[config.mk]
export PLATFORM = sky130hd
export DESIGN_NAME = ps2_key_ctrl
export DESIGN_NICKNAME = d
export VERILOG_FILES = /design/src/rtl/ps2_key_ctrl.sv
export SDC_FILE = /design/constraint.sdc
export NUM_CORES = 1
export LEC_CHECK = 0
export BUFFER_PORTS_ARGS = -buffer_cell sky130_fd_sc_hd__buf_2
export CAP_MARGIN = 20
export CORE_UTILIZATION = 43
export DETAILED_ROUTE_END_ITERATION = 8
export SLEW_MARGIN = 15
export SYNTH_ARGS = -nofsm -noshare
export SYNTH_HDL_FRONTEND = slang
export SYNTH_SLANG_ARGS = --single-unit
[constraint.sdc]
create_clock -name clk -period 4.8 [get_ports clk]
set_input_delay 1.2 -clock clk [delete_from_list [all_inputs] [get_ports clk]]
set_output_delay 1.2 -clock clk [all_outputs]
set_load 0.01 [all_outputs]
[src/rtl/ps2_key_ctrl.sv]
// PS/2 scan-code sequencer: folds E0/F0 prefixed sequences into {brk,ext,code} events and queues them.
// Define PS2_TYPEMATIC_FILTER_EN to suppress repeated make events of the key currently held.
module ps2_key_ctrl #(
  parameter int DEPTH   = 8,
  parameter int TIMEOUT = 1000000
) (
  input  logic       clk,
  input  logic       reset,
  input  logic       byte_valid,
  input  logic [7:0] byte_data,
  output logic       ev_valid,
  input  logic       ev_ready,
  output logic [9:0] ev_data,
  output logic [7:0] press_cnt,
  output logic       overflow,
  input  logic       ovf_clr
);
  localparam int AW = (DEPTH > 1) ? $clog2(DEPTH) : 1;
  localparam int TW = $clog2(TIMEOUT + 1);

  typedef enum logic [1:0] {IDLE, EXT, BRK, EXT_BRK} state_t;

  typedef struct packed {
    logic       brk;
    logic       ext;
    logic [7:0] code;
  } key_ev_t;

  state_t        state, state_nxt;
  logic [TW-1:0] to_cnt;
  logic          to_hit;
  logic          emit;
  key_ev_t       ev_new;
  logic          keep;

  logic          is_e0, is_f0;
  assign is_e0  = (byte_data == 8'hE0);
  assign is_f0  = (byte_data == 8'hF0);
  assign to_hit = (state != IDLE) && !byte_valid && (to_cnt == TW'(TIMEOUT - 1));

  always_ff @(posedge clk) begin
    if (reset) state <= IDLE;
    else       state <= state_nxt;
  end

  always_comb begin
    state_nxt   = state;
    emit        = 1'b0;
    ev_new      = '0;
    ev_new.code = byte_data;
    if (byte_valid) begin
      case (state)
        IDLE: begin
          if (is_e0)      state_nxt = EXT;
          else if (is_f0) state_nxt = BRK;
          else            emit = 1'b1;
        end
        EXT: begin
          if (is_f0)      state_nxt = EXT_BRK;
          else if (!is_e0) begin
            emit       = 1'b1;
            ev_new.ext = 1'b1;
            state_nxt  = IDLE;
          end
        end
        BRK: begin
          if (!(is_e0 || is_f0)) begin
            emit       = 1'b1;
            ev_new.brk = 1'b1;
            state_nxt  = IDLE;
          end
        end
        default: begin
          if (!(is_e0 || is_f0)) begin
            emit       = 1'b1;
            ev_new.brk = 1'b1;
            ev_new.ext = 1'b1;
            state_nxt  = IDLE;
          end
        end
      endcase
    end else if (to_hit) begin
      state_nxt = IDLE;
    end
  end

  // Restarts on every byte so a slow but live sequence is never cut short.
  always_ff @(posedge clk) begin
    if (reset || byte_valid || state_nxt == IDLE) to_cnt <= '0;
    else                                          to_cnt <= to_cnt + 1'b1;
  end

`ifdef PS2_TYPEMATIC_FILTER_EN
  logic [8:0] held;
  logic       held_vld;
  logic       held_hit;
  assign held_hit = (held == {ev_new.ext, ev_new.code});
  assign keep     = ev_new.brk || !(held_vld && held_hit);

  always_ff @(posedge clk) begin
    if (reset) begin
      held     <= '0;
      held_vld <= 1'b0;
    end else if (emit && !ev_new.brk && keep) begin
      held     <= {ev_new.ext, ev_new.code};
      held_vld <= 1'b1;
    end else if (emit && ev_new.brk && held_hit) begin
      held_vld <= 1'b0;
    end
  end
`else
  assign keep = 1'b1;
`endif

  key_ev_t         mem [DEPTH];
  logic [AW-1:0]   wr_ptr, rd_ptr;
  logic [AW:0]     count;
  logic            full, pop, wr_req, push, ovf_set;

  assign full     = (count == (AW+1)'(DEPTH));
  assign ev_valid = (count != '0);
  assign ev_data  = ev_valid ? mem[rd_ptr] : '0;
  assign pop      = ev_valid && ev_ready;
  assign wr_req   = emit && keep;
  // A pop in the same cycle frees the slot, so a full FIFO still accepts the write.
  assign push     = wr_req && (!full || pop);
  assign ovf_set  = wr_req && full && !pop;

  always_ff @(posedge clk) begin
    if (push) mem[wr_ptr] <= ev_new;
  end

  always_ff @(posedge clk) begin
    if (reset) begin
      wr_ptr    <= '0;
      rd_ptr    <= '0;
      count     <= '0;
      press_cnt <= '0;
      overflow  <= 1'b0;
    end else begin
      if (push) wr_ptr <= wr_ptr + 1'b1;
      if (pop)  rd_ptr <= rd_ptr + 1'b1;
      case ({push, pop})
        2'b10:   count <= count + 1'b1;
        2'b01:   count <= count - 1'b1;
        default: count <= count;
      endcase
      if (push && !ev_new.brk) press_cnt <= press_cnt + 1'b1;
      if (ovf_set)      overflow <= 1'b1;
      else if (ovf_clr) overflow <= 1'b0;
    end
  end
endmodule

==> results of run 1 <==
-- final cells by class --
class,instances,share of cell area (%)
Clock buffer,17,7.08
Clock inverter,14,2.04
Inverter,3,0.187
Multi-Input combinational cell,221,29.2
Sequential cell,124,54.6
Tap cell,143,2.98
Timing Repair Buffer,42,3.91
-- power groups by stage --
stage	Clock, mW	Sequential (mW)	Combinational, mW
after floorplan	0	1.22	0.355
after global placement	0	1.25	0.495
after detailed placement	0	1.25	0.499
after CTS	1.19	1.23	0.500
after global routing	1.24	1.23	0.539
final	1.17	1.22	0.488
-- worst max-delay path, stage by stage, from the launching register on --
cell and delay, ns:
dfxtp_1 0.99, mux4_2 0.41, mux2i_1 0.15, nor2_1 0.08, buf_2 0.19
-- placed cells by master (no fill, tap or decap), types with 2 or more instances in the layout --
cell type and n:
edfxtp_1 80, nor3_1 8, nor2b_1 4, xnor2_1 13, buf_2 32, nor3b_1 2, nand3_1 9, clkinv_2 3
mux4_2 20, nand4b_1 2, mux2i_1 12, clkinvlp_4 4, a21oi_1 3, clkinv_4 3, ha_1 5, and3_1 4
inv_6 2, or4_1 5, nor2_1 58, xor2_1 19, nand2_1 24, and4_1 3, and2_1 4, clkbuf_16 17
nor4b_1 3, dfxtp_1 44, buf_4 10, nand4_1 4, inv_1 3, o21a_1 2
-- worst max path at each step --
stage	cells after the start	end	startpoint	slack (ns)
2_1_floorplan	4	mem[2][0]$_DFFE_PP_	byte_data[6]	1.56
3_3_place_gp	9	count[2]$_SDFFE_PP0P_	byte_data[3]	1.43
3_5_place_dp	9	count[2]$_SDFFE_PP0P_	byte_data[3]	1.37
4_1_cts	4	ev_data[8]	register	1.27
5_1_grt	4	ev_data[9]	register	1.25
6_report	4	ev_data[8]	register	1.36
-- metal layers --
metal | share of wire [%] | vias up | track usage, %
met5 | 0 | - | 0
met4 | 0.99 | 0 | 6.67
met1 | 44 | 1464 | 20.6
li1 | - | 1427 | -
met2 | 51 | 48 | 27.6
met3 | 4.3 | 7 | 4.99
-- flip-flops by register name, indices dropped and copies added (netlist names), named ones only --
name,count
press_cnt,8
count,4
rd_ptr,3
overflow,1
mem,80
to_cnt,20
wr_ptr,3
state,2
-- logic make-up (layout without fill, tap and decap cells) --
| group | count (synthesis) | count (layout) | synth area share, % |
|---|---|---|---|
| compound gates | 10 | 10 | 1.68 |
| xor+xnor | 32 | 32 | 5.53 |
| fa+ha+maj | 5 | 5 | 1.23 |
| buf+inv | 15 | 76 | 1.18 |
| flops | 124 | 124 | 64.8 |
| mux | 34 | 34 | 11.7 |
| simple gates | 140 | 140 | 13.9 |
==> results.md, run 1 <==
- Status: finished, final reports clean
- H-tree levels: 4
- Slew Viols, Final: 0
- R2r setup slk: 2.18 ns
- Hold path cells: 1
- Non-filler instance count after layout: 564
- Clock power share: 40.5%
- Worst EP required: 3.60 ns
- Count of different cell masters after synthesis: 40
- Initial DRC Count: 98
- Fillers: 985
- Core area: 11500 um^2
- Fin crit period: 3.44 ns
- Final Cell Area: 6010 um^2
- Cell-internal power: 2.12 mW
- CP Class: reg -> out
- Final Wtd Congestion: 0.786
- Die area: 12200 um^2
- Pleak: 2.03 nW
- Net Switching: 0.761 mW
- Top-count cell post-synth: edfxtp_1
- Power Total: 2.88 mW
- CTS tree: built
- Final WS setup: 1.36 ns
- Largest net degree at the start of global routing: 25
- Max-cap violations: 0
- Worst vdd ir: 0.298 mV
- Initial antenna violation count: 0
- Combinational power share: 16.9%
- Final Hold Fails: 0
- I/O Buffers: 32
- CTS root buffer: clkbuf_16
- Detailed Route WL: 9540 um
- DR vias: 2946
- DRC errors left: 0
- Sequential Area: 3280 um^2
- Cell count after synthesis: 360
- F_max: 291 MHz
- Skew final: 0.00514 ns
- Syn_area_per_cell: 14.1 um^2
- Cells after DPL: 533
- Reg2Reg Launch Point: count[0]$_SDFFE_PP0P_
- Total power per unit cell area: 479 nW/um^2
- Setup_tns: 0 ns
- CTS buffer count: 17
- Setup Buffers After CTS: 0
- Top cells by count, synth: edfxtp_1 (80), nor2_1 (58), dfxtp_1 (44)
- # setup viols final: 0
- Startpoint types: register
- Crit share post-route: 71.6%
- Die width: 111 um
- Top cell type's share of synthesized area: 47.4%
- CTS Hold Bufs: 0
- Rows: 39
- Share of cells above drive strength 1: 24.5%
- Area grow syn2layout: 18.6%
- Final #Nets: 427
- Resized cells post-CTS: 0
- R2R cell count: 8
- Gr ovfl total: 0
- Placed wire-length estimate: 6070 um
- Sw frac: 26.4%
- Rel. slew slack: 32.0%
- Part of the power in registers: 42.5%
- CP endpoint kind: primary output
- Warnings from Yosys: 0
- Routed WL per cell: 16.9 um
- Ant diodes: 0
- Mapped Nets: 378
- Reg2reg end: count[2]$_SDFFE_PP0P_
- Area of the multi-input gates: 1750 um^2
- Finished Core Util: 52.4%
- Reg clk slew, reported paths: 0.06 ns
- First-pass GRT wire length: 15400 um
- Placed inst area: 5460 um^2
- Drt first pass iters: 4
- Least-Margin Pin Slew: 1.02 ns
- Vias in the first global route: 2965
- Vias per inst: 5.22
- HP Start: to_cnt[0]$_SDFF_PP0_
- Asr flop ratio synth: 0%
- Io pins: 33
- Die Y: 111 um
- Pre-CTS setup slack: 1.37 ns
- Final antenna-violating net count: 0
- Clk_lat worst skew: 0.40 ns
- Worst Path Max Fanout: 20
- Total GRT Usage: 16.7%
- Mapped Area: 5070 um^2
- EDFF count, synth: 80
- Crit path arrival time: 2.24 ns
- Clk sink count: 124
- Clock buffer depth: 2
- Cell taking the most area after synthesis: edfxtp_1
- Top post-synthesis cells by area: edfxtp_1 (47%), dfxtp_1 (17%), mux4_2 (8.9%)
- Worst hold path endpoint: to_cnt[0]$_SDFF_PP0_
- RSZ-0062 raised after global routing: false
- Hold WC Path Type: reg -> reg
- Predominant post-synthesis flop cell: edfxtp_1
- Worst hold slack: 0.455 ns
- Yosys reg bits: 124
- Register area share after synthesis: 64.8%
- Initial core utilization: 44.2%
Power figures use the tool's default switching activity.
==> run 2, diff against run 1 <==
- clock period: 4.8 -> 3.12 ns (I/O delays scaled with it)
==> run 2 against run 1 <==
  * Routed wire length is 2.4% lower
  * Combinational power rose by 58%
  * Sequential share of layout area down 0.63 points
  * Final cell count is 1.2% higher
  * Power up 58%
  * Worst setup slack got worse by 1.0 ns
  * Clock skew up 0.0050 ns
  * Sequential power rose by 52%
  * Sequential cell count is the same
  * First-iteration DRC count up 47%
  * Critical endpoint unchanged
==> results.md, run 2 (synthesis results as in run 1) <==
- Status: finished, final reports clean
- First-pass GRT wire length: 15900 um (+3.4%)
- Reg2Reg Launch Point: count[1]$_SDFFE_PP0P_
- Share of cells above drive strength 1: 24.5% (+0.067 points)
- Top Registers: mem x80, to_cnt x20, press_cnt x8
- Setup_tns: 0 ns (unchanged)
- Largest register FFs: 80 (unchanged)
- Crit path arrival time: 2.00 ns (-0.24 ns)
- # setup viols final: 0 (unchanged)
- Placed inst area: 5500 um^2 (+0.66%)
- Power Total: 4.56 mW (+58%)
- Core area: 11500 um^2 (unchanged)
- CTS tree: built
- Worst vdd ir: 0.383 mV (+29%)
- Vias in the first global route: 3134 (+5.7%)
- Final antenna-violating net count: 0 (unchanged)
- Worst EP required: 2.34 ns (-1.26 ns)
- CTS Hold Bufs: 0 (unchanged)
- Slew Viols, Final: 0 (unchanged)
- DR vias: 2972 (+0.88%)
- Area grow syn2layout: 19.9%
- CTS root buffer: clkbuf_16
- Drt first pass iters: 4 (unchanged)
- HP Start: to_cnt[0]$_SDFF_PP0_
- Clk_lat worst skew: 0.41 ns (about the same)
- Io pins: 33 (unchanged)
- Fillers: 968 (-1.7%)
- Reg clk slew, reported paths: 0.05 ns (about the same)
- H-tree levels: 4 (unchanged)
- Setup Buffers After CTS: 0 (unchanged)
- Hold WC Path Type: reg -> reg
- Ant diodes: 0 (unchanged)
- CP endpoint kind: primary output
- Die width: 111 um (unchanged)
- Startpoint types: register
- I/O Buffers: 32 (unchanged)
- Initial antenna violation count: 0 (unchanged)
- Total GRT Usage: 17.0% (+0.24 points)
- Worst Path Max Fanout: 20 (unchanged)
- Rows: 39 (unchanged)
- Crit share post-route: 89.0%
- Vias per inst: 5.20 (-0.35%)
- Non-filler instance count after layout: 571 (+1.2%)
- Gr ovfl total: 0 (unchanged)
- CP Class: reg -> out
- Routed WL per cell: 16.3 um (-3.6%)
- Detailed Route WL: 9310 um (-2.4%)
- Pleak: 2.07 nW (+2.4%)
- Hold path cells: 1 (unchanged)
- Clock buffer depth: 2 (unchanged)
- Worst hold path endpoint: to_cnt[0]$_SDFF_PP0_
- Skew final: 0.0102 ns (+0.00504 ns)
- Final Wtd Congestion: 0.754 (-4.2%)
- Final #Nets: 433 (+1.4%)
- Reg2reg end: mem[5][3]$_DFFE_PP_
- Most frequent cells in the layout: edfxtp_1 (80), nor2_1 (58), dfxtp_1 (44), buf_2 (32), nand2_1 (24)
- DRC errors left: 0 (unchanged)
- Reg with most FFs: mem
- Fin crit period: 2.78 ns
- Total power per unit cell area: 749 nW/um^2 (+56%)
- Initial DRC Count: 144 (+47%)
- Least-Margin Pin Slew: 0.903 ns (-0.115 ns)
- CTS buffer count: 17 (unchanged)
- Placed wire-length estimate: 6010 um (-1.0%)
- Rel. slew slack: 39.3% (+7.3 points)
- Clk sink count: 124 (unchanged)
- R2R cell count: 6 (-2)
- Most common cell after layout, fill and taps aside: edfxtp_1
- Largest net degree at the start of global routing: 24 (-4.0%)
- Resized cells post-CTS: 0 (unchanged)
- F_max: 360 MHz
- Max-cap violations: 0 (unchanged)
- RSZ-0062 raised after global routing: false
- Final Hold Fails: 0 (unchanged)
- Die Y: 111 um (unchanged)
- Cells after DPL: 539 (+1.1%)
- R2r setup slk: 0.81 ns (-1.37 ns)
- Initial core utilization: 44.2% (unchanged)
- Final Cell Area: 6080 um^2 (+1.2%)
- Die area: 12200 um^2 (unchanged)
## run 2: metrics by stage
| step | hold WS, ns | utilization, % | setup slack (ns) |
|---|---|---|---|
| 3_3_place_gp | 0.424 | 48.0 | 0.175 |
| 6_report | 0.460 | 53.0 | 0.344 |
| 5_1_grt | 0.474 | 53.0 | 0.218 |
| 2_1_floorplan | 0.413 | - | 0.300 |
| 3_5_place_dp | 0.452 | 48.0 | 0.137 |
| 4_1_cts | 0.460 | 53.0 | 0.292 |
## run 2: final cells by class
| type | instances | area (um^2) | share of cell area, % |
|---|---|---|---|
| Timing Repair Buffer | 48 | 280 | 4.61 |
| Inverter | 3 | 11.3 | 0.185 |
| Multi-Input combinational cell | 221 | 1750 | 28.7 |
| Clock inverter | 13 | 149 | 2.45 |
| Sequential cell | 124 | 3280 | 54.0 |
| Tap cell | 143 | 179 | 2.94 |
| Clock buffer | 19 | 433 | 7.12 |
## run 2: worst max path at each step
stage                       from               endpoint  slack (ns)  depth (start not counted)
finish                  register             ev_data[8]        0.34                          5
global route            register             ev_data[6]        0.22                          5
CTS                     register             ev_data[8]        0.29                          5
detailed placement  byte_data[3]  count[2]$_SDFFE_PP0P_        0.14                          9
global placement    byte_data[3]  count[2]$_SDFFE_PP0P_        0.17                          9
floorplan           byte_data[6]    mem[2][0]$_DFFE_PP_        0.30                          4
## run 2: metal layers
layer	wire length (um)	part of all wire, %	up-vias	GRT usage, %
li1	-	-	1444	-
met1	4240	46	1471	21.8
met2	4600	49	53	26.6
met3	414	4.4	4	5.16
met4	55	0.59	0	7.38
met5	0	0	-	0
## run 2: critical path: stages (launching register included)
cell     delay, ns
dfxtp_1       0.30
buf_4         0.35
mux4_2        0.56
mux2i_1       0.15
nor2_1        0.06
buf_2         0.14
## run 2: report_power, final
part           total (mW)  internal [mW]  leakage [nW]  switching (mW)
registers            1.86           1.81          1.07          0.0495
clock network        1.93           1.24         0.281           0.681
logic               0.772          0.369         0.722           0.403
total                4.56           3.42          2.07            1.13
